<file path="src/rtl/imu_sample_assembler_pkg.sv">
// Shared constants and types for the IMU sample assembler: frame layout of
// the MPU6050 burst read (0x3B..0x48) and the frame-capture FSM states.
package imu_pkg;

  localparam int FRAME_BYTES = 14;
  localparam int NUM_AXES    = 6;

  // Byte offsets inside one burst frame (big-endian words, hi byte first)
  localparam int AXH = 0;
  localparam int AXL = 1;
  localparam int AYH = 2;
  localparam int AYL = 3;
  localparam int AZH = 4;
  localparam int AZL = 5;
  localparam int TH  = 6;
  localparam int TL  = 7;
  localparam int GXH = 8;
  localparam int GXL = 9;
  localparam int GYH = 10;
  localparam int GYL = 11;
  localparam int GZH = 12;
  localparam int GZL = 13;

  typedef enum logic [1:0] {
    S_IDLE    = 2'd0,
    S_COLLECT = 2'd1,
    S_COMMIT  = 2'd2
  } state_e;

  // Hi-byte offset of axis 0..5 (AX, AY, AZ, GX, GY, GZ); temperature is skipped
  function automatic int axis_hi(input int axis);
    return (axis < 3) ? (AXH + 2 * axis) : (GXH + 2 * (axis - 3));
  endfunction

endpackage

</file>
<file path="src/rtl/imu_sample_assembler_avg.sv">
// Single-axis power-of-two moving average. A circular history of N samples
// keeps a running sum; the first push after reset (prime_i) fills the whole
// history with that sample so the first output carries no zero bias.
module imu_avg #(
  parameter int AVG_LOG2 = 2
) (
  input  logic               clk,
  input  logic               reset,
  input  logic               push_i,
  input  logic               prime_i,
  input  logic signed [15:0] sample_i,
  output logic signed [15:0] out_o
);

  localparam int N  = 1 << AVG_LOG2;
  localparam int SW = 16 + AVG_LOG2;

  logic signed [15:0]   hist_q [N];
  logic [AVG_LOG2-1:0]  wr_q;
  logic signed [SW-1:0] sum_q;
  logic signed [SW-1:0] sum_d;
  logic signed [SW-1:0] oldest_ext;
  logic signed [SW-1:0] sample_ext;

  assign oldest_ext = {{AVG_LOG2{hist_q[wr_q][15]}}, hist_q[wr_q]};
  assign sample_ext = {{AVG_LOG2{sample_i[15]}}, sample_i};

  // Next running sum: priming loads N copies of the sample, otherwise replace the oldest
  always_comb begin
    sum_d = sum_q;
    if (prime_i) begin
      sum_d = {sample_i, {AVG_LOG2{1'b0}}};
    end else begin
      sum_d = sum_q - oldest_ext + sample_ext;
    end
  end

  // History, write pointer and running sum update on each push
  always_ff @(posedge clk) begin
    if (!reset) begin
      sum_q <= '0;
      wr_q  <= '0;
      for (int i = 0; i < N; i++) begin
        hist_q[i] <= '0;
      end
    end else if (push_i) begin
      sum_q <= sum_d;
      if (prime_i) begin
        for (int i = 0; i < N; i++) begin
          hist_q[i] <= sample_i;
        end
        wr_q <= '0;
      end else begin
        hist_q[wr_q] <= sample_i;
        wr_q         <= wr_q + AVG_LOG2'(1);
      end
    end
  end

  // Arithmetic shift floors toward minus infinity, result always fits 16 bits
  assign out_o = 16'(sum_q >>> AVG_LOG2);

endmodule

</file>
<file path="src/rtl/imu_sample_assembler.sv">
// Collects the 14-byte MPU6050 burst, splits it into six signed words,
// averages each axis and publishes held outputs two cycles after the last
// byte. Aborted, stalled or restarted frames raise a one-cycle frame_err.
module imu_sample_assembler
  import imu_pkg::*;
#(
  parameter int AVG_LOG2    = 2,
  parameter int TIMEOUT_CYC = 50000
) (
  input  logic               clk,
  input  logic               reset,
  input  logic               frame_start,
  input  logic               byte_valid,
  input  logic [7:0]         byte_data,
  input  logic               frame_abort,
  output logic signed [15:0] AX_DATA,
  output logic signed [15:0] AY_DATA,
  output logic signed [15:0] AZ_DATA,
  output logic signed [15:0] GX_DATA,
  output logic signed [15:0] GY_DATA,
  output logic signed [15:0] GZ_DATA,
  output logic               sample_valid,
  output logic               frame_err,
  output logic [7:0]         frame_cnt
);

  localparam int             TW       = $clog2(TIMEOUT_CYC + 1);
  localparam logic [TW-1:0]  TMO_LAST = TW'(TIMEOUT_CYC - 1);
  localparam logic [3:0]     IDX_LAST = 4'(FRAME_BYTES - 1);

  state_e             state_q, state_d;
  logic [3:0]         idx_q, idx_d;
  logic [TW-1:0]      timer_q, timer_d;
  logic [7:0]         shadow_q [FRAME_BYTES];
  logic               frame_err_q, err_d;
  logic               pub_q;
  logic               sample_valid_q;
  logic [7:0]         frame_cnt_q;
  logic               primed_q;
  logic signed [15:0] data_q  [NUM_AXES];
  logic signed [15:0] raw     [NUM_AXES];
  logic signed [15:0] avg_out [NUM_AXES];

  logic               in_collect;
  logic               timeout_hit;
  logic               kill;
  logic               take_byte;
  logic               wr_en;
  logic [3:0]         wr_idx;
  logic               push;

  // Event decode: a kill (abort or stall) always beats a byte on the same cycle
  assign in_collect  = (state_q == S_COLLECT);
  assign timeout_hit = in_collect && !byte_valid && (timer_q == TMO_LAST);
  assign kill        = in_collect && (frame_abort || timeout_hit);
  assign take_byte   = byte_valid && !kill && (frame_start || in_collect);

  // FSM state register
  always_ff @(posedge clk) begin
    if (!reset) begin
      state_q <= S_IDLE;
    end else begin
      state_q <= state_d;
    end
  end

  // FSM next state: frame_start restarts from any state, even after a kill
  always_comb begin
    state_d = state_q;
    if (frame_start) begin
      state_d = S_COLLECT;
    end else if (kill) begin
      state_d = S_IDLE;
    end else begin
      case (state_q)
        S_IDLE:    state_d = S_IDLE;
        S_COLLECT: if (take_byte && (idx_q == IDX_LAST)) state_d = S_COMMIT;
        S_COMMIT:  state_d = S_IDLE;
        default:   state_d = S_IDLE;
      endcase
    end
  end

  // FSM outputs: shadow write control, byte index, idle timer and error pulse
  always_comb begin
    push   = (state_q == S_COMMIT);
    err_d  = in_collect && (kill || frame_start);
    wr_en  = take_byte;
    wr_idx = frame_start ? 4'd0 : idx_q;
    if (frame_start) begin
      idx_d = take_byte ? 4'd1 : 4'd0;
    end else if (take_byte) begin
      idx_d = idx_q + 4'd1;
    end else begin
      idx_d = idx_q;
    end
    if (frame_start || take_byte || kill || !in_collect) begin
      timer_d = '0;
    end else begin
      timer_d = timer_q + TW'(1);
    end
  end

  // Frame bookkeeping registers
  always_ff @(posedge clk) begin
    if (!reset) begin
      idx_q       <= '0;
      timer_q     <= '0;
      frame_err_q <= 1'b0;
    end else begin
      idx_q       <= idx_d;
      timer_q     <= timer_d;
      frame_err_q <= err_d;
    end
  end

  // Shadow byte buffer; contents are meaningless until a frame completes
  always_ff @(posedge clk) begin
    if (wr_en) begin
      shadow_q[wr_idx] <= byte_data;
    end
  end

  // One averager per axis, fed with big-endian words from the shadow buffer
  for (genvar gi = 0; gi < NUM_AXES; gi++) begin : g_axis
    localparam int HI = axis_hi(gi);
    assign raw[gi] = {shadow_q[4'(HI)], shadow_q[4'(HI + 1)]};
    imu_avg #(
      .AVG_LOG2(AVG_LOG2)
    ) u_avg (
      .clk     (clk),
      .reset   (reset),
      .push_i  (push),
      .prime_i (!primed_q),
      .sample_i(raw[gi]),
      .out_o   (avg_out[gi])
    );
  end

  // Publish stage: averager settles one cycle after COMMIT, outputs latch the next
  always_ff @(posedge clk) begin
    if (!reset) begin
      pub_q          <= 1'b0;
      sample_valid_q <= 1'b0;
      frame_cnt_q    <= '0;
      primed_q       <= 1'b0;
      for (int i = 0; i < NUM_AXES; i++) begin
        data_q[i] <= '0;
      end
    end else begin
      pub_q          <= push;
      sample_valid_q <= pub_q;
      if (push) begin
        primed_q <= 1'b1;
      end
      if (pub_q) begin
        frame_cnt_q <= frame_cnt_q + 8'd1;
        for (int i = 0; i < NUM_AXES; i++) begin
          data_q[i] <= avg_out[i];
        end
      end
    end
  end

  assign AX_DATA      = data_q[0];
  assign AY_DATA      = data_q[1];
  assign AZ_DATA      = data_q[2];
  assign GX_DATA      = data_q[3];
  assign GY_DATA      = data_q[4];
  assign GZ_DATA      = data_q[5];
  assign sample_valid = sample_valid_q;
  assign frame_err    = frame_err_q;
  assign frame_cnt    = frame_cnt_q;

endmodule

</file>
<file path="config.mk">
export PLATFORM = sky130hd
export DESIGN_NAME = imu_sample_assembler
export DESIGN_NICKNAME = d
export VERILOG_FILES = /design/src/rtl/imu_sample_assembler_pkg.sv /design/src/rtl/imu_sample_assembler_avg.sv /design/src/rtl/imu_sample_assembler.sv
export SDC_FILE = /design/constraint.sdc
export NUM_CORES = 1
export LEC_CHECK = 0
export ABC_AREA = 1
export BUFFER_PORTS_ARGS = -buffer_cell sky130_fd_sc_hd__buf_4
export CAP_MARGIN = 20
export CORE_MARGIN = 8
export CORE_UTILIZATION = 44
export CTS_CLUSTER_DIAMETER = 40
export CTS_CLUSTER_SIZE = 25
export DETAILED_ROUTE_END_ITERATION = 10
export MAX_ROUTING_LAYER = met4
export PLACE_DENSITY = 0.68
export SLEW_MARGIN = 15
export SYNTH_ARGS = -nofsm -noshare
export SYNTH_HDL_FRONTEND = slang
export SYNTH_SLANG_ARGS = --single-unit
</file>
<file path="constraint.sdc">
create_clock -name clk -period 4.2 [get_ports clk]
set_input_delay 0 -clock clk [delete_from_list [all_inputs] [get_ports clk]]
set_output_delay 0 -clock clk [all_outputs]
set_load 0.02 [all_outputs]
</file>
# Word-level counts from Yosys, hierarchy flattened
# Memories as Yosys holds them, arrays and structs flattened. A register that Yosys moved wholly into a read port is not among the register bits.
# Cells that the tools add are included.
dict set report totals {
  regBits 154
  ramBits 592
  in_bits 13
  out_inout_bits 106
  memories 8
}
# memory words width rd rd_ports_with_merged_regs wr line_no
set memory_table {}
lappend memory_table {shadow_q 14 8 12 0 1 imu_sample_assembler.sv:34} ;# logic [7:0] shadow_q [FRAME_BYTES];
lappend memory_table {data_q 6 16 6 0 6 imu_sample_assembler.sv:40} ;# logic signed [15:0] data_q [NUM_AXES];
lappend memory_table {{g_axis[0].u_avg.hist_q} 4 16 1 1 4 imu_sample_assembler_avg.sv:18} ;# logic signed [15:0] hist_q [N];
lappend memory_table {{g_axis[1].u_avg.hist_q} 4 16 1 1 4 imu_sample_assembler_avg.sv:18}
lappend memory_table {{g_axis[2].u_avg.hist_q} 4 16 1 1 4 imu_sample_assembler_avg.sv:18}
lappend memory_table {{g_axis[3].u_avg.hist_q} 4 16 1 1 4 imu_sample_assembler_avg.sv:18}
lappend memory_table {{+2 memories} n/a n/a n/a n/a n/a n/a}
dict set report op_classes {
  add_sub_neg 21
  eq_ne 5
  n_mux 94
  n_bitwise 32
  reduce_logical 25
}
# op count
set op_table {}
lappend op_table {{$mux 16} 36}
lappend op_table {{$add 18x16->18} 6}
lappend op_table {{$mux 18} 6}
lappend op_table {{$sub 18x16->18} 6}
lappend op_table {{$reduce_or 16->1} 6}
lappend op_table {{$mux 2} 24}
lappend op_table {{$or 1x1->1} 30}
lappend op_table {{$mux 1} 25}
lappend op_table {{$add 16x1->16 const B} 1}
lappend op_table {{$eq 16x16->1 const B} 1}
lappend op_table {{$add 2x1->2 const B} 6}
lappend op_table {{$mux 4} 3}
lappend op_table {{$add 8x1->8 const B} 1}
lappend op_table {{$logic_and 1x1->1} 7}
lappend op_table {{$logic_or 1x1->1} 6}
lappend op_table {{$add 4x1->4 const B} 1}
lappend op_table {{$eq 4x4->1 const B} 1}
lappend op_table {{$ne 4x2->1 const B} 1}
lappend op_table {{$reduce_or 4->1} 1}
lappend op_table {{$logic_not 1->1} 3}
lappend op_table {{$eq 2x1->1 const B} 1}
lappend op_table {{$eq 2x2->1 const B} 1}
lappend op_table {{$not 1->1} 2}
lappend op_table {{$reduce_bool 2->1} 1}
lappend op_table {{$reduce_or 2->1} 1}

# Longest topological paths before layout
dict set report logic_depth {
  word_depth 13
  ltp_mapped 20
}

# Cells and area by module
# A second synthesis with hierarchy kept.
dict set report hier_totals {
  hier_cells 4385
  area_unflattened_um2 40348.7
}
# module instances cells_each area_each_um2 seq_area_each_um2
set modules_own_cells {}
lappend modules_own_cells {{imu_avg at g_axis[3].u_avg ...} 2 630 5346.4 2362.3}
lappend modules_own_cells {imu_sample_assembler 1 635 8237.9 6446.2}
lappend modules_own_cells {{imu_avg at g_axis[1].u_avg} 1 625 5378.9 2362.3}
lappend modules_own_cells {{imu_avg at g_axis[2].u_avg} 1 622 5353.9 2362.3}
lappend modules_own_cells {{imu_avg at g_axis[5].u_avg} 1 629 5347.6 2362.3}
lappend modules_own_cells {{imu_avg at g_axis[0].u_avg} 1 614 5337.6 2362.3}

# Worst setup path before layout
# Ideal clock, no wire load.
dict set report synth_timing {
  kind {input to register}
  startpoint {input reset}
  endpoint {memory data_q[0][0], enable pin}
  setup_ps 899
  arrival_time_ps 2082
  t_required_ps 3301
  slack_ps 1218
  stages 3
  path_cell_list {buf_2 -> buf_1 -> nand2_1}
}
# element line_no
set synth_rtl {}
lappend synth_rtl {{from (decl)} imu_sample_assembler.sv:11} ;# input logic reset,
lappend synth_rtl {{to (decl)} imu_sample_assembler.sv:40}

==> results.yml <==
run_status:
  status: "finished, final reports clean"
yosys:
  yosysTopAreaCell: "edfxtp_1"
  ys_ff_latch: 742
  yosysSeqAreaShare: 0.536
  synth_top_area_frac: 0.450
  yosys-top-cells-count: "nor2_1, inv_1, nand2_1, edfxtp_1, a21oi_1"
  synthFlopType: "edfxtp_1"
  synth_warnings: 0
  synth.avg_cell_area_um2: 9.19
  syn_area_mm2: 0.0384
  synth-edff-count: 576
  synth_area_leaders: "edfxtp_1, dfxtp_1, nor2_1"
  syn_inst: 4181
  synth_cell_type_count: 45
  async_flop_share: 0
  synth_nets: 4437
  synth_most_common_cell: "nor2_1"
route:
  wirelength_um: 104000
  drt-pass1-iter-count: 6
  wl_per_cell_um: 18.6
  vias: 29414
  drc: 0
  antenna_left: 0
  drtIter0Drc: 2935
  avgViaCountPerCell: 5.28
die:
  die_w_um: 312
  io_pins: 119
  core-area_mm2: 0.0866
  start_util: 0.444
  dieArea_mm2: 0.0971
  chipHeight_um: 312
  num_rows: 108
timing:
  rsz0062_at_grt: "no"
  setup_ws_ns: 0.584
  period_needed_ns: 3.62
  slew_headroom: 0.295
  hold_violations: 0
  skew_ns: 0.0317
  setup_viol: 0
  period_share: 0.861
  tns_ns: 0
  tightest_slew_ns: 1.05
  slew_violations: 0
  fmax_mhz: 277
worst_setup_path:
  crit_path_end_kind: "flip-flop"
  cp_max_fo: 17
  setup.worst_path.start_class: "flip-flop"
  critPathArrivalTime_ns: 4.12
  worstPathCellList: "inv_1 > o21ai_0 > o22ai_1 > ha_1 > inv_1 > ha_1 > inv_1 > fa_1 > inv_1 > nand2_1 > o21ai_1 > nand2_1 > nand2_1 > nand2_1 > nand3_1 > nand3_1 > nand2_1 > a21oi_1"
  critical_path.top_delay_family: "adder cells"
  slowest_stage: "dfxtp_1"
  worstSetupPathType: "reg -> reg"
  cpMostUsedCell: "nand2_1"
  cp.required_ns: 4.71
  critPathBufInv: 4
  cpPeakStageDelay_ns: 0.64
clock_tree:
  clkTransAtPathRegs_ns: 0.06
  htree_levels: 3
  ctsRootBufferMaster: "clkbuf_16"
  tritoncts.num_buffers: 105
  clock_sinks: 742
  cts_tree: "built"
  clock_path_buffers: 3
  clock_latency_ns: 0.67
  cts_resized: 0
final_layout:
  drive_gt1_frac: 0.0907
  nets: 4573
  syn_to_final_growth_pct: 15.5
placement:
  routabilityCongestion: 0.910
  place_ws_ns: 0.654
  place_hpwl_um: 68500
  port-buffer-count: 118
global_route:
  grt_use_total: 0.213
  grt_use_met2: 0.341
  antenna_found_initial: 6
  met1_usage: 0.275
  first_global_vias: 28476
  busiest_layer: "met2"
  grt_overflow: 0
  grt_max_degree: 84
  grtUsageMet3: 0.0291
  grt_pass1_wl_um: 160000
power_and_ir_drop:
  pwr_density_cell_mw_per_mm2: 411
  irDropWorstVdd_mv: 0.299
  p_leak_nw: 18.7
worst_hold_path:
  hold_class: "in -> reg"
flow_run:
  drv_cap: 0
path summary, 6_finish.rpt:
kind                                               from                                     end  slack (ns)  depth (start not counted)
setup / recovery                              flip-flop  g_axis[3].u_avg.sum_q[12]$_SDFFE_PN0P_        0.58                         18
hold / removal                                    reset   g_axis[3].u_avg.sum_q[2]$_SDFFE_PN0P_        0.32                          4
setup reg to reg                              flip-flop  g_axis[3].u_avg.sum_q[12]$_SDFFE_PN0P_        0.58                         18
hold reg to reg   g_axis[2].u_avg.sum_q[6]$_SDFFE_PN0P_   g_axis[2].u_avg.sum_q[6]$_SDFFE_PN0P_        0.46                          2
layer usage:
layer,routed length (um),up-vias,part of all wire
met2,48600,1171,0.47
met4,3550,0,0.034
met5,0,-,0
li1,-,14050,-
met1,43300,13985,0.42
met3,8240,208,0.080
worst min-delay path, delay by kind of cell:
| kind | cells | cell delay (ns) |
|---|---|---|
| buf+inv | 3 | 0.82 |
| simple gates | 1 | 0.10 |
metrics by stage:
stage / total power, W / utilization / instances / hold WS, ns / cell area, um^2
4_1_cts: 0.0183 / 0.513 / 5564 / 0.286 / 44400
6_report: 0.0182 / 0.513 / 5568 / 0.319 / 44400
3_3_place_gp: 0.00912 / 0.467 / 5347 / 0.409 / 40500
2_1_floorplan: 0.00883 / - / 4181 / 0.0989 / 38400
3_5_place_dp: 0.00914 / 0.468 / 5349 / 0.409 / 40500
5_1_grt: 0.0188 / 0.513 / 5567 / 0.303 / 44400
cells by family (layout without fill, tap and decap cells):
kind of cell	Yosys count	count (layout)	synth area share
adders and majority gates	243	243	0.0990
DFF	742	742	0.536
buffers and inverters	786	1014	0.0790
other	0	4	0
AOI/OAI and AO/OA	718	718	0.103
xor gates and xnor gates	48	48	0.0109
and+or+nand+nor	1644	1644	0.171
final cells by class:
class / count / area, um^2
Clock inverter: 81 / 975
Clock buffer: 118 / 2750
Multi-Input combinational cell: 2653 / 14800
Fill cell: 7735 / 42200
Timing Repair Buffer: 178 / 1400
Tap cell: 1155 / 1450
Antenna cell: 4 / 10.0
Sequential cell: 742 / 20600
Inverter: 637 / 2400
power by group:
part / switching (W) / leakage (nW) / total [W] / internal (W)
clock network: 0.00360 / 1.80 / 0.00924 / 0.00564
registers: 0.0000497 / 7.15 / 0.00811 / 0.00806
logic: 0.000630 / 9.75 / 0.000901 / 0.000271
total: 0.00428 / 18.7 / 0.0182 / 0.0140
placed cells by master (no fill, tap or decap), drive strengths merged:
| cell type | instances |
|---|---|
| ha | 141 |
| a32oi | 6 |
| inv | 667 |
| o21a | 1 |
| buf | 162 |
| nor4 | 3 |
| o32ai | 6 |
| dfxtp | 166 |
| nand4 | 9 |
| a21oi | 277 |
| xnor2 | 9 |
| a21o | 3 |
| and2 | 15 |
| nand3b | 3 |
| xor2 | 39 |
| nand3 | 157 |
| clkbuf | 118 |
| diode | 4 |
| a21boi | 1 |
| nor2 | 804 |
| dlygate4sd3 | 16 |
| o21bai | 5 |
| bufinv | 13 |
| fa | 102 |
| o21ai | 293 |
| o221ai | 9 |
| clkinvlp | 11 |
| a31oi | 2 |
| nand2 | 620 |
| edfxtp | 576 |
| nor3 | 23 |
| or2 | 6 |
| clkinv | 27 |
| o22ai | 99 |
| o211ai | 3 |
| nor3b | 4 |
| a32o | 13 |
flip-flops by register name, indices dropped and copies added (netlist names), named ones only:
name and count:
g_axis.u_avg.hist_q 384, shadow_q 96, g_axis.u_avg.wr_q 12, g_axis.u_avg.sum_q 108, pub_q 1, idx_q 4
frame_cnt 8, frame_err 1, primed_q 1, data_q 96, sample_valid 1, state_q 2
timer_q 16
repair_timing:
item,CTS,global route
hold buffers,16,0
setup buffers,0,0
hold endpoints to repair,136,0
Power figures use the tool's default switching activity.
